`config.mk`:
```
export PLATFORM = sky130hd
export DESIGN_NAME = adiabatic_pclk_gen_flat
export DESIGN_NICKNAME = d
export VERILOG_FILES = /design/src/rtl/adiabatic_pclk_gen_if.sv /design/src/rtl/adiabatic_pclk_gen.sv /design/src/flat_wrapper.sv
export SDC_FILE = /design/constraint.sdc
export NUM_CORES = 1
export LEC_CHECK = 0
export CORE_MARGIN = 2
export CORE_UTILIZATION = 43
export CTS_BUF_LIST = sky130_fd_sc_hd__clkbuf_2 sky130_fd_sc_hd__clkbuf_4 sky130_fd_sc_hd__clkbuf_8
export DETAILED_ROUTE_END_ITERATION = 10
export HOLD_SLACK_MARGIN = 0.1
export MAX_ROUTING_LAYER = met4
export PLACE_DENSITY_LB_ADDON = 0.25
export SLEW_MARGIN = 15
export SYNTH_ARGS = -nofsm -noshare
export SYNTH_HDL_FRONTEND = slang
export SYNTH_SLANG_ARGS = --single-unit
```
`constraint.sdc`:
```
create_clock -name clk -period 1.5 [get_ports clk]
set_input_delay 0.225 -clock clk [delete_from_list [all_inputs] [get_ports clk]]
set_output_delay 0.225 -clock clk [all_outputs]
set_load 0.01 [all_outputs]
```
`src/rtl/adiabatic_pclk_gen_if.sv`:
```
// Bus between the 4-phase power-clock sequencer and its consumer (ramp DAC / driver array).
// The sequencer is the master: it samples the run request and drives the ramp codes.
interface adiabatic_pclk_gen_if #(
    parameter int unsigned RAMP_BITS = 3
) ();

    logic                     en;
    logic [4*RAMP_BITS-1:0]   pos_code;
    logic [4*RAMP_BITS-1:0]   neg_code;
    logic [3:0]               active;
    logic                     busy;
    logic                     period_tick;

    modport master (
        input  en,
        output pos_code,
        output neg_code,
        output active,
        output busy,
        output period_tick
    );

    modport slave (
        output en,
        input  pos_code,
        input  neg_code,
        input  active,
        input  busy,
        input  period_tick
    );

endinterface

```
`src/rtl/adiabatic_pclk_gen.sv`:
```
// Sequencer for the 4-phase trapezoidal power clocks of adiabatic gate cells.
// Each phase walks RISE -> HOLD -> FALL -> WAIT, one segment (MAX steps) each, and the phases
// are staggered by one segment. Phases only join or leave at the start of their own RISE, so
// start-up and drain never truncate a trapezoid.
module adiabatic_pclk_gen #(
    parameter int unsigned RAMP_BITS = 3,
    parameter int unsigned PRESCALE  = 1
) (
    input  logic                 clk,
    input  logic                 rst,
    adiabatic_pclk_gen_if.master bus
);

    localparam int unsigned MaxCode = (1 << RAMP_BITS) - 1;
    localparam int unsigned PcW     = (PRESCALE > 1) ? $clog2(PRESCALE) : 1;

    localparam logic [RAMP_BITS-1:0] MaxC     = RAMP_BITS'(MaxCode);
    localparam logic [RAMP_BITS-1:0] LastStep = RAMP_BITS'(MaxCode - 1);
    localparam logic [PcW-1:0]       LastPc   = PcW'(PRESCALE - 1);

    typedef enum logic [1:0] {
        StIdle,
        StRun,
        StDrain
    } state_e;

    state_e               state_q, state_d;
    logic [PcW-1:0]       pc_q, pc_d;
    logic [RAMP_BITS-1:0] s_q, s_d;
    logic [1:0]           seg_q, seg_d;
    logic [3:0]           active_q, active_d;
    logic                 tick_q, tick_d;

    logic                 step_end;
    logic                 seg_end;
    logic                 drain_done;
    logic [1:0]           seg_nxt;

    logic [4*RAMP_BITS-1:0] pos_flat;
    logic [4*RAMP_BITS-1:0] neg_flat;
    logic [1:0]             lseg;
    logic [RAMP_BITS-1:0]   code;

    assign step_end   = (pc_q == LastPc);
    assign seg_end    = step_end && (s_q == LastStep);
    assign drain_done = (state_q == StDrain) && (active_q == 4'b0000);
    assign seg_nxt    = seg_q + 2'd1;

    // State and counter registers; reset wins over everything, including mid-ramp.
    always_ff @(posedge clk) begin
        if (rst) begin
            state_q  <= StIdle;
            pc_q     <= '0;
            s_q      <= '0;
            seg_q    <= '0;
            active_q <= '0;
            tick_q   <= 1'b0;
        end else begin
            state_q  <= state_d;
            pc_q     <= pc_d;
            s_q      <= s_d;
            seg_q    <= seg_d;
            active_q <= active_d;
            tick_q   <= tick_d;
        end
    end

    // FSM next state: an empty active mask ends the drain even if en has come back.
    always_comb begin
        state_d = state_q;
        unique case (state_q)
            StIdle: begin
                if (bus.en) begin
                    state_d = StRun;
                end
            end
            StRun: begin
                if (!bus.en) begin
                    state_d = StDrain;
                end
            end
            StDrain: begin
                if (drain_done) begin
                    state_d = StIdle;
                end else if (bus.en) begin
                    state_d = StRun;
                end
            end
            default: state_d = StIdle;
        endcase
    end

    // Counters and active mask; mask edits happen only where a phase enters RISE.
    always_comb begin
        pc_d     = pc_q;
        s_d      = s_q;
        seg_d    = seg_q;
        active_d = active_q;
        tick_d   = 1'b0;
        unique case (state_q)
            StIdle: begin
                pc_d     = '0;
                s_d      = '0;
                seg_d    = '0;
                active_d = bus.en ? 4'b0001 : 4'b0000;
            end
            StRun, StDrain: begin
                if (drain_done) begin
                    pc_d  = '0;
                    s_d   = '0;
                    seg_d = '0;
                end else if (step_end) begin
                    pc_d = '0;
                    s_d  = s_q + RAMP_BITS'(1);
                    if (seg_end) begin
                        s_d   = '0;
                        seg_d = seg_nxt;
                        // The phase whose local segment becomes RISE joins in RUN, leaves in DRAIN.
                        active_d[seg_nxt] = (state_q == StRun);
                        tick_d            = (seg_q == 2'd3);
                    end
                end else begin
                    pc_d = pc_q + PcW'(1);
                end
            end
            default: begin
                pc_d     = '0;
                s_d      = '0;
                seg_d    = '0;
                active_d = '0;
            end
        endcase
    end

    // Ramp codes per phase from its local segment; neg is always the complement of pos.
    always_comb begin
        pos_flat = '0;
        neg_flat = '0;
        lseg     = '0;
        code     = '0;
        for (int k = 0; k < 4; k++) begin
            lseg = seg_q - 2'(k);
            code = '0;
            if (active_q[k]) begin
                unique case (lseg)
                    2'd0: code = s_q + RAMP_BITS'(1);
                    2'd1: code = MaxC;
                    2'd2: code = LastStep - s_q;
                    2'd3: code = '0;
                    default: code = '0;
                endcase
            end
            pos_flat[k*RAMP_BITS +: RAMP_BITS] = code;
            neg_flat[k*RAMP_BITS +: RAMP_BITS] = MaxC - code;
        end
    end

    assign bus.pos_code    = pos_flat;
    assign bus.neg_code    = neg_flat;
    assign bus.active      = active_q;
    assign bus.busy        = (state_q != StIdle);
    assign bus.period_tick = tick_q;

endmodule

```
`src/flat_wrapper.sv`:
```
// flat-port wrapper written by rule: the top's interface ports become plain ports
module adiabatic_pclk_gen_flat 
#(
    parameter int unsigned RAMP_BITS = 3,
    parameter int unsigned PRESCALE  = 1
)
  (clk, rst, bus_en, bus_pos_code, bus_neg_code, bus_active, bus_busy, bus_period_tick);
  adiabatic_pclk_gen_if #(.RAMP_BITS(RAMP_BITS)) bus_i ();
  input  logic clk;
  input  logic rst;
  input wire logic [$bits(bus_i.en)-1:0] bus_en;
  output wire logic [$bits(bus_i.pos_code)-1:0] bus_pos_code;
  output wire logic [$bits(bus_i.neg_code)-1:0] bus_neg_code;
  output wire logic [$bits(bus_i.active)-1:0] bus_active;
  output wire logic [$bits(bus_i.busy)-1:0] bus_busy;
  output wire logic [$bits(bus_i.period_tick)-1:0] bus_period_tick;
  assign bus_i.en = bus_en;
  assign bus_pos_code = bus_i.pos_code;
  assign bus_neg_code = bus_i.neg_code;
  assign bus_active = bus_i.active;
  assign bus_busy = bus_i.busy;
  assign bus_period_tick = bus_i.period_tick;
  adiabatic_pclk_gen #(.RAMP_BITS(RAMP_BITS), .PRESCALE(PRESCALE)) u_core (.clk(clk), .rst(rst), .bus(bus_i));
endmodule
```
==> flow_summary.json, run 1 <==
{
  "grt_max_degree": 10,
  "die_h_microns": 53.00,
  "async_reset_ff_frac": 0,
  "syn-cell-area_sq_um": 1032,
  "synth.top_cells.by_count": "nand2_1, nor2_1, inv_1, ha_1, nand3_1",
  "netlist_top_cells_area": "dfxtp_1, ha_1, nand2_1",
  "synth_area_leader_cell": "dfxtp_1",
  "placementRows": 17,
  "ys_seq_elements": 13,
  "antenna_found_initial": 0,
  "pin_count": 33,
  "yosysMostFrequentCell": "nand2_1",
  "crit_endpoint": "bus_pos_code[5]",
  "numPortBuffers": 32,
  "synth_top_area_frac": 0.2521,
  "ys_seq_area_frac": 0.2521,
  "dp.cells": 224,
  "synth-edff-count": 0,
  "stop_stage": "global routing",
  "cts_buffers": 3,
  "yosysWarningCount": 0,
  "clockBufferDepth": 2,
  "synth_cell_types": 27,
  "synth_nets": 159,
  "dieWidth_microns": 53.00,
  "htreeDepth": 1,
  "synth.avg_cell_area_sq_um": 7.269,
  "worst-endpoint-pin-kind": "primary output",
  "cts_hold_buf": 0,
  "cts.sinks": 13,
  "outcome": "did not finish",
  "stop_error": "[ERROR DPL-0033] detailed placement checks failed during check placement.",
  "ctsRootBufferMaster": "clkbuf_4",
  "place_congestion": 0.8493,
  "synth_flop_cell": "dfxtp_1",
  "initial_utilization": 0.4622,
  "syn_inst": 142,
  "hpwl_mm": 2.282
}
-- metrics by stage --
step | area (sq um) | worst slack (ns)
2_1_floorplan | 1033 | -0.01992
3_3_place_gp | 1554 | -0.3589
3_5_place_dp | 1554 | -0.4718
4_1_cts | 1876 | -0.2294
-- timing repair --
item | 4_1_cts
setup buffers | 10
endpoints found under the setup margin | 32
pin swaps | 26
gates resized for setup | 184
-- cells by family after synthesis --
logic type,Yosys count,share of synthesized area
and+or+nand+nor,75,0.3382
buffers and inverters,17,0.06908
AOI/OAI and AO/OA,15,0.1042
adders and majority gates,14,0.1697
DFF,13,0.2521
xor gates and xnor gates,4,0.03395
muxes,3,0.02909
other,1,0.003633
==> run 2, diff against run 1 <==
Settings changed: CORE_AREA set to 2 2 63 65, CORE_MARGIN 2 to not set, CORE_UTILIZATION 43 to not set, CTS_BUF_LIST sky130_fd_sc_hd__clkbuf_2 sky130_fd_sc_hd__clkbuf_4 sky130_fd_sc_hd__clkbuf_8 to not set, DIE_AREA set to 0 0 65 67, HOLD_SLACK_MARGIN 0.1 to not set, MAX_ROUTING_LAYER met4 to not set, PLACE_DENSITY_LB_ADDON 0.25 to 0.15.
Clock period 1.5 ns to 1.95 ns, I/O delays scaled along.
==> run 2 against run 1 <==
  * The flow now finishes without violations
  * Synthesized area did not move
  * Synthesized cell count is the same
==> flow_summary.json, run 2 <==
{
  "outcome": "completed",
  "vias": 1078,
  "die_area_sq_um": 4355,
  "cts_hold_buf": 0,
  "worst-setup-path-type": "flop to primary output",
  "hpwl_mm": 2.199,
  "final_core_util": 0.4310,
  "area_growth_pct": 50.55,
  "gr-total-overflow": 0,
  "clockBufferDepth": 2,
  "synth-edff-count": 0,
  "hp-class": "flop to flop",
  "pin_count": 33,
  "critical-path-slowest-cell": "dfxtp_4",
  "reg2reg_slack_ns": 0.37,
  "synth.avg_cell_area_sq_um": 7.269,
  "final_antenna_net_count": 0,
  "leakagePower_nw": 0.7213,
  "placedInstanceArea_sq_um": 1465,
  "placementRows": 22,
  "synth_nets": 159,
  "rr_worst_depth": 4,
  "synth_cell_types": 27,
  "grt_usage": 0.1374,
  "layout_common_cells": "nand2_1, dlygate4sd2_1, nand3_1",
  "yosysMostFrequentCell": "nand2_1",
  "vias_per_cell": 4.627,
  "reg2reg_to": "u_core.bus.active[2]",
  "htreeDepth": 1,
  "netlist_top_cells_area": "dfxtp_1, ha_1, nand2_1",
  "core_area_sq_um": 3606,
  "period_needed_ns": 1.856,
  "grt_max_degree": 11,
  "power.density_nw_per_um2": 454.1,
  "crit_path_end_kind": "primary output",
  "setup_violations": 0,
  "mostFrequentLayoutCell": "nand2_1",
  "grt_first_pass_wirelength_mm": 4.554,
  "cts_buffers": 3,
  "synth_top_area_frac": 0.2521,
  "numPortBuffers": 32,
  "crit_path_max_incr_delay_ns": 0.36,
  "wl_per_cell_microns": 11.84,
  "cp_max_fo": 4,
  "drt_iter0_markers": 40,
  "syn_inst": 142,
  "period_share": 0.9518,
  "yosysWarningCount": 0,
  "ys_seq_area_frac": 0.2521,
  "synth_area_leader_cell": "dfxtp_1",
  "fin_worst_skew_ns": 0.004142,
  "whs_ns": 0.5557,
  "ys_seq_elements": 13,
  "antenna_cells": 0,
  "wl_mm": 2.758,
  "cp-startpoint": "u_core.s_q[1]",
  "synth_flop_cell": "dfxtp_1",
  "irDropWorstVdd_uv": 284.9,
  "fmax_mhz": 538.8,
  "place_congestion": 0.7990,
  "clk_pin_slew_ns": 0.05,
  "power_w": 0.0007057,
  "largest_register_ffs": 4,
  "stdcell_area_sq_um": 1554,
  "remaining_drc_errors": 0,
  "cap_violations": 0,
  "insertion_delay_ns": 0.24,
  "die_h_microns": 67,
  "cts.sinks": 13,
  "nets": 203,
  "ctsRootBufferMaster": "clkbuf_8",
  "cts_tree": "built",
  "cp-start-kind": "flop",
  "initial_utilization": 0.2863,
  "dr.pass1.iters": 6,
  "required_ns": 1.66,
  "drive_gt1_frac": 0.2108,
  "async_reset_ff_frac": 0,
  "nFillCells": 385,
  "crit_path_cell_trace": "ha_4 > xnor2_2 > buf_4 > nand2_2 > nand2_1 > and3_1 > clkdlybuf4s15_1",
  "post_cts_buffers": 0,
  "endpoint": "bus_pos_code[5]",
  "synth.top_cells.by_count": "nand2_1, nor2_1, inv_1, ha_1, nand3_1",
  "slew_violations": 0,
  "syn-cell-area_sq_um": 1032,
  "r2r-start": "u_core.bus.active[0]",
  "pre_cts_slack_ns": -0.008426,
  "critPathArrivalTime_ns": 1.56,
  "finalHoldViolCount": 0,
  "antenna_found_initial": 0,
  "path_depth": 7,
  "dieWidth_microns": 65,
  "crit_buf_inv": 2,
  "crit_family": "buffers and inverters",
  "grt_pass1_vias": 1051,
  "setup_ws_ns": 0.09390
}
## run 2: cell counts after synthesis
Identical to the previous run, type by type.
## run 2: what timing repair did
action	4_1_cts	5_1_grt
endpoints found under the setup margin	24	13
resized for setup	43	20
pin swaps	2	4
## run 2: worst min-delay path by stage
| stage | cells past startpoint | to | startpoint |
|---|---|---|---|
| floorplan | 1 | u_core.state_q[1] | rst |
| global placement | 2 | u_core.s_q[1] | u_core.s_q[1] |
| detailed placement | 2 | u_core.s_q[1] | u_core.s_q[1] |
| CTS | 2 | u_core.s_q[1] | u_core.s_q[1] |
| global route | 2 | u_core.s_q[1] | u_core.s_q[1] |
| finish | 2 | u_core.s_q[1] | u_core.s_q[1] |
## run 2: logic make-up after synthesis
kind of cell | after synthesis | synth area share
muxes | 3 | 0.02909
AOI/OAI and AO/OA | 15 | 0.1042
xor gates and xnor gates | 4 | 0.03395
buffers and inverters | 17 | 0.06908
other | 1 | 0.003633
adders and majority gates | 14 | 0.1697
DFF | 13 | 0.2521
and+or+nand+nor | 75 | 0.3382
## run 2: layer usage
| metal | track usage | share of wire |
|---|---|---|
| met1 | 0.1560 | 0.47 |
| met3 | 0.03547 | 0.036 |
| met5 | 0 | 0 |
| met2 | 0.2436 | 0.48 |
| met4 | 0.05585 | 0.011 |
## run 2: layout make-up
cell class / instances / area [sq um] / share of cell area
clock inverter: 1 / 5.005 / 0.003221
clock buffer: 3 / 41.29 / 0.02657
sequential: 13 / 269.0 / 0.1731
multi-input combinational: 112 / 778.2 / 0.5008
inverter: 15 / 56.30 / 0.03623
tap: 48 / 60.06 / 0.03865
timing repair buffer: 41 / 344.1 / 0.2214
## run 2: metrics by stage
step	instances	setup TNS, ns
6_report	233	0
2_1_floorplan	142	0
3_3_place_gp	229	0
3_5_place_dp	229	-0.01112
4_1_cts	233	-0.003978
5_1_grt	233	-0.01254
## run 2: power by group
| group | internal (W) | switching (W) |
|---|---|---|
| combinational | 0.0000799 | 0.0000879 |
| clock | 0.000141 | 0.000100 |
| sequential | 0.000276 | 0.0000207 |
## run 2: worst register-to-register path: cells and delay by family, from the launching register on
| family | cells | cell delay, ns |
|---|---|---|
| AOI/OAI and AO/OA | 1 | 0.24 |
| muxes | 1 | 0.21 |
| and+or+nand+nor | 2 | 0.61 |
| DFF | 1 | 0.42 |
(Power assumes the default switching activity.)
==> run 3, diff against run 2 <==
Settings changed: SETUP_SLACK_MARGIN set to 0.02.
==> run 3 against run 2 <==
  * Die area stayed put
  * Clock-buffer cell count stayed put
  * Largest power group unchanged
  * Critical endpoint is now bus_pos_code[0]
  * Cell area is 1.1% higher
==> flow_summary.json, run 3 (synthesized netlist as in run 2, its figures left out) <==
{
  "grt_usage": 0.1370,
  "pin_count": 33,
  "cp_max_fo": 4,
  "vias_per_cell": 4.645,
  "layout_common_cells": "nand2_1, nand3_1, inv_1, nor2_1, dlygate4sd2_1",
  "drt_iter0_markers": 36,
  "die_h_microns": 67,
  "power_w": 0.0007060,
  "pre_cts_slack_ns": -0.008426,
  "largest_register_ffs": 4,
  "cts.sinks": 13,
  "critPathArrivalTime_ns": 1.56,
  "irDropWorstVdd_uv": 284.5,
  "crit_path_end_kind": "primary output",
  "power.density_nw_per_um2": 449.2,
  "finalHoldViolCount": 0,
  "final_antenna_net_count": 0,
  "nets": 204,
  "core_area_sq_um": 3606,
  "drive_gt1_frac": 0.2366,
  "wl_per_cell_microns": 12.00,
  "clockBufferDepth": 2,
  "worst-setup-path-type": "flop to primary output",
  "ctsRootBufferMaster": "clkbuf_8",
  "fmax_mhz": 538.5,
  "required_ns": 1.66,
  "fin_worst_skew_ns": 0.004042,
  "mostFrequentLayoutCell": "nand2_1",
  "insertion_delay_ns": 0.24,
  "htreeDepth": 1,
  "cts_hold_buf": 0,
  "gr-total-overflow": 0,
  "whs_ns": 0.5541,
  "grt_max_degree": 11,
  "grt_first_pass_wirelength_mm": 4.540,
  "hpwl_mm": 2.199,
  "area_growth_pct": 52.24,
  "numPortBuffers": 32,
  "cap_violations": 0,
  "outcome": "completed",
  "setup_ws_ns": 0.09289,
  "antenna_found_initial": 0,
  "initial_utilization": 0.2863,
  "period_needed_ns": 1.857,
  "die_area_sq_um": 4355,
  "cts_buffers": 3,
  "cts_tree": "built",
  "hp-class": "flop to flop",
  "setup_violations": 0,
  "clk_pin_slew_ns": 0.05,
  "antenna_cells": 0,
  "grt_pass1_vias": 1051,
  "period_share": 0.9524,
  "placementRows": 22,
  "remaining_drc_errors": 0,
  "rsz0062_at_grt": "false",
  "dieWidth_microns": 65,
  "place_congestion": 0.7990,
  "slew_violations": 0,
  "vias": 1087,
  "dr.pass1.iters": 4,
  "cp-start-kind": "flop",
  "wl_mm": 2.808,
  "leakagePower_nw": 0.7287
}
-- run 3: metal layers --
metal  part of all wire  routed length (microns)  global-route usage
met2               0.49                     1386              0.2436
met5                  0                        0                   0
met4              0.011                       32             0.05585
met1               0.45                     1274              0.1550
met3              0.041                      114             0.03547
-- run 3: what timing repair did --
item / CTS / global route
buffers inserted: 1 / 0
pin swaps: 2 / 2
gates cloned: 0 / 0
endpoints found under the setup margin: 24 / 15
gates resized for setup: 46 / 27
-- run 3: cell type report --
class | count | area (sq um)
Fill cell | 379 | 2034
Multi-Input combinational cell | 112 | 800.8
Timing Repair Buffer | 42 | 339.1
Sequential cell | 13 | 269.0
Tap cell | 48 | 60.06
Inverter | 15 | 56.30
Clock buffer | 3 | 41.29
Clock inverter | 1 | 5.005
-- run 3: final timing paths --
path / from / to / slack, ns / cells after the start
worst min register to register: u_core.s_q[1] / u_core.s_q[1] / 0.55 / 2
worst max-delay path: u_core.seg_q[0] / bus_pos_code[0] / 0.09 / 7
worst max register to register: u_core.bus.active[0] / u_core.bus.active[2] / 0.36 / 4
worst min-delay path: u_core.s_q[1] / u_core.s_q[1] / 0.55 / 2
-- run 3: metrics by stage --
step	instances	util	setup TNS, ns	cell area, sq um
after detailed placement	229	0.4063	-0.01112	1465
final	234	0.4358	0	1572
after floorplan	142	-	0	1032
after global placement	229	0.4063	0	1465
after CTS	234	0.4320	-0.003979	1558
after global routing	234	0.4358	0	1572
-- run 3: critical path: stages, from the launching register on --
cell and delay [ns]:
dfxtp_4 0.37, buf_4 0.15, ha_1 0.20, nor2_2 0.13
nand2_1 0.07, nand3_1 0.10, inv_1 0.04, dlygate4sd2_1 0.28
-- run 3: where the power goes --
part	total (W)	internal, W	switching, W	leakage [nW]
clock network	0.000241	0.000141	0.000100	0.0255
logic	0.000168	0.0000799	0.0000883	0.595
registers	0.000296	0.000276	0.0000206	0.108
==> run 4, diff against run 3 <==
Settings changed: CAP_MARGIN set to 20, DONT_BUFFER_PORTS set to 1.
==> run 4 against run 3 <==
  * Critical path depth decreased by 1
  * Non-clock buffer count shrank 39
  * Fmax grew 2.9%
  * Clock skew rose by 0.0015 ns
  * Flip-flop and latch count unchanged
  * Critical endpoint is now bus_pos_code[1]
  * Sequential power barely moved
  * Sequential share of layout area grew 5.4 points
==> flow_summary.json, run 4 (synthesized netlist as in run 2, its figures left out) <==
{
  "reg2reg_to": "u_core.state_q[0]",
  "antenna_found_initial": 0,
  "clockBufferDepth": 2,
  "internal_power_w": 0.0004765,
  "wl_mm": 2.567,
  "leakagePower_nw": 0.5599,
  "grt_first_pass_wirelength_mm": 4.312,
  "period_needed_ns": 1.805,
  "irDropWorstVdd_uv": 171.8,
  "crit_path_end_kind": "primary output",
  "place_congestion": 0.7774,
  "mostFrequentLayoutCell": "nand2_1",
  "rr_worst_depth": 5,
  "insertion_delay_ns": 0.25,
  "reg2reg_slack_ns": 0.42,
  "p_seq_frac": 0.435,
  "power.switching_w": 0.0002014,
  "ctsRootBufferMaster": "clkbuf_8",
  "dieWidth_microns": 65,
  "period_share": 0.9254,
  "grt_usage": 0.1309,
  "required_ns": 1.66,
  "r2r-start": "u_core.bus.active[0]",
  "setup_ws_ns": 0.1454,
  "worst-setup-path-type": "flop to primary output",
  "dr.pass1.iters": 5,
  "power_w": 0.0006780,
  "p_sw_frac": 0.2971,
  "cts_buffers": 3,
  "wl_per_cell_microns": 13.16,
  "layout_common_cells": "nand2_1, inv_1, nand3_1",
  "pin_count": 33,
  "fmax_mhz": 554.1,
  "setup_violations": 0,
  "initial_utilization": 0.2863,
  "clk_pin_slew_ns": 0.06,
  "cp-start-kind": "flop",
  "vias_per_cell": 4.928,
  "htreeDepth": 1,
  "stdcell_area_sq_um": 1172,
  "post_cts_buffers": 0,
  "remaining_drc_errors": 0,
  "fin_worst_skew_ns": 0.005498,
  "hpwl_mm": 2.077,
  "outcome": "completed",
  "critPathArrivalTime_ns": 1.51,
  "pre_cts_slack_ns": 0.2672,
  "largest_register_ffs": 4,
  "antenna_cells": 0,
  "cp_max_fo": 7,
  "power.density_nw_per_um2": 578.3,
  "hold_path_depth": 1,
  "cts.sinks": 13,
  "gr-total-overflow": 0,
  "placedInstanceArea_sq_um": 1100,
  "cts_tree": "built",
  "vias": 961,
  "cap_violations": 0,
  "die_h_microns": 67,
  "placementRows": 22,
  "numPortBuffers": 0,
  "pwr-share-clk": 0.359,
  "grt_pass1_vias": 907,
  "grt_max_degree": 10,
  "hp-class": "input pin to flop",
  "combPwrFrac": 0.207,
  "rsz0062_at_grt": "true",
  "drive_gt1_frac": 0.1293,
  "die_area_sq_um": 4355,
  "final_antenna_net_count": 0,
  "area_growth_pct": 13.58,
  "cts_hold_buf": 0,
  "core_area_sq_um": 3606,
  "drt_iter0_markers": 41,
  "slew_violations": 0,
  "finalHoldViolCount": 0,
  "nets": 165,
  "min_to": "u_core.bus.active[0]",
  "min_from": "rst"
}
-- run 4: cell count changes in the layout (fill, tap and decap cells not counted), sizes merged --
| cell | change |
|---|---|
| dlygate4sd2 | -13 |
| clkdlybuf4s50 | -8 |
| clkbuf | -7 |
| buf | -8 |
| clkdlybuf4s15 | -3 |
-- run 4: routing by layer --
| layer | share of wire | global-route usage |
|---|---|---|
| met5 | 0 | 0 |
| met4 | 0.028 | 0.07979 |
| met3 | 0.050 | 0.02872 |
| met2 | 0.47 | 0.2152 |
| met1 | 0.45 | 0.1549 |
-- run 4: area by class of cell --
class                   instances  area (sq um)
fillers                       400          2434
multi-input cells             112         723.2
well taps                      48         60.06
clock buffers                   3         41.29
repair buffers                  3         22.52
clock inverters                 1         5.005
flip-flops and latches         13         264.0
inverters                      15         56.30
-- run 4: power groups by stage --
stage               registers [W]  logic (W)  clock network, W
CTS                      0.000295   0.000141          0.000253
floorplan                0.000296   0.000118                 0
global route             0.000298   0.000158          0.000267
detailed placement       0.000301   0.000140                 0
global placement         0.000301   0.000141                 0
finish                   0.000295   0.000140          0.000243
-- run 4: critical path, cell delays in order (launching register included) --
cell	delay, ns
dfxtp_2	0.39
inv_1	0.06
ha_2	0.36
nand2_1	0.08
nand2_1	0.07
nand3_1	0.16
inv_1	0.15
-- run 4: timing repair --
action | 4_1_cts | 5_1_grt
setup endpoints to repair | 7 | 12
gates resized for setup | 3 | 8
gates cloned | 0 | 0
-- run 4: worst max-delay path by stage --
stage | start | endpoint | slack (ns) | depth (start not counted)
3_5_place_dp | u_core.s_q[0] | bus_pos_code[5] | 0.27 | 5
6_report | u_core.s_q[0] | bus_pos_code[1] | 0.15 | 6
3_3_place_gp | u_core.s_q[0] | bus_pos_code[2] | 0.30 | 5
5_1_grt | u_core.s_q[0] | bus_pos_code[2] | -0.01 | 5
2_1_floorplan | u_core.s_q[0] | u_core.bus.active[1] | 0.41 | 7
4_1_cts | u_core.s_q[0] | bus_pos_code[1] | 0.03 | 6
-- run 4: stage by stage --
| step | hold WS (ns) | utilization | cells | TNS, ns |
|---|---|---|---|---|
| floorplan | 0.3921 | - | 142 | 0 |
| detailed placement | 0.4022 | 0.3050 | 191 | 0 |
| global route | 0.1356 | 0.3251 | 195 | -0.009785 |
| CTS | 0.1357 | 0.3210 | 195 | 0 |
| finish | 0.1445 | 0.3251 | 195 | 0 |
| global placement | 0.4022 | 0.3050 | 191 | 0 |
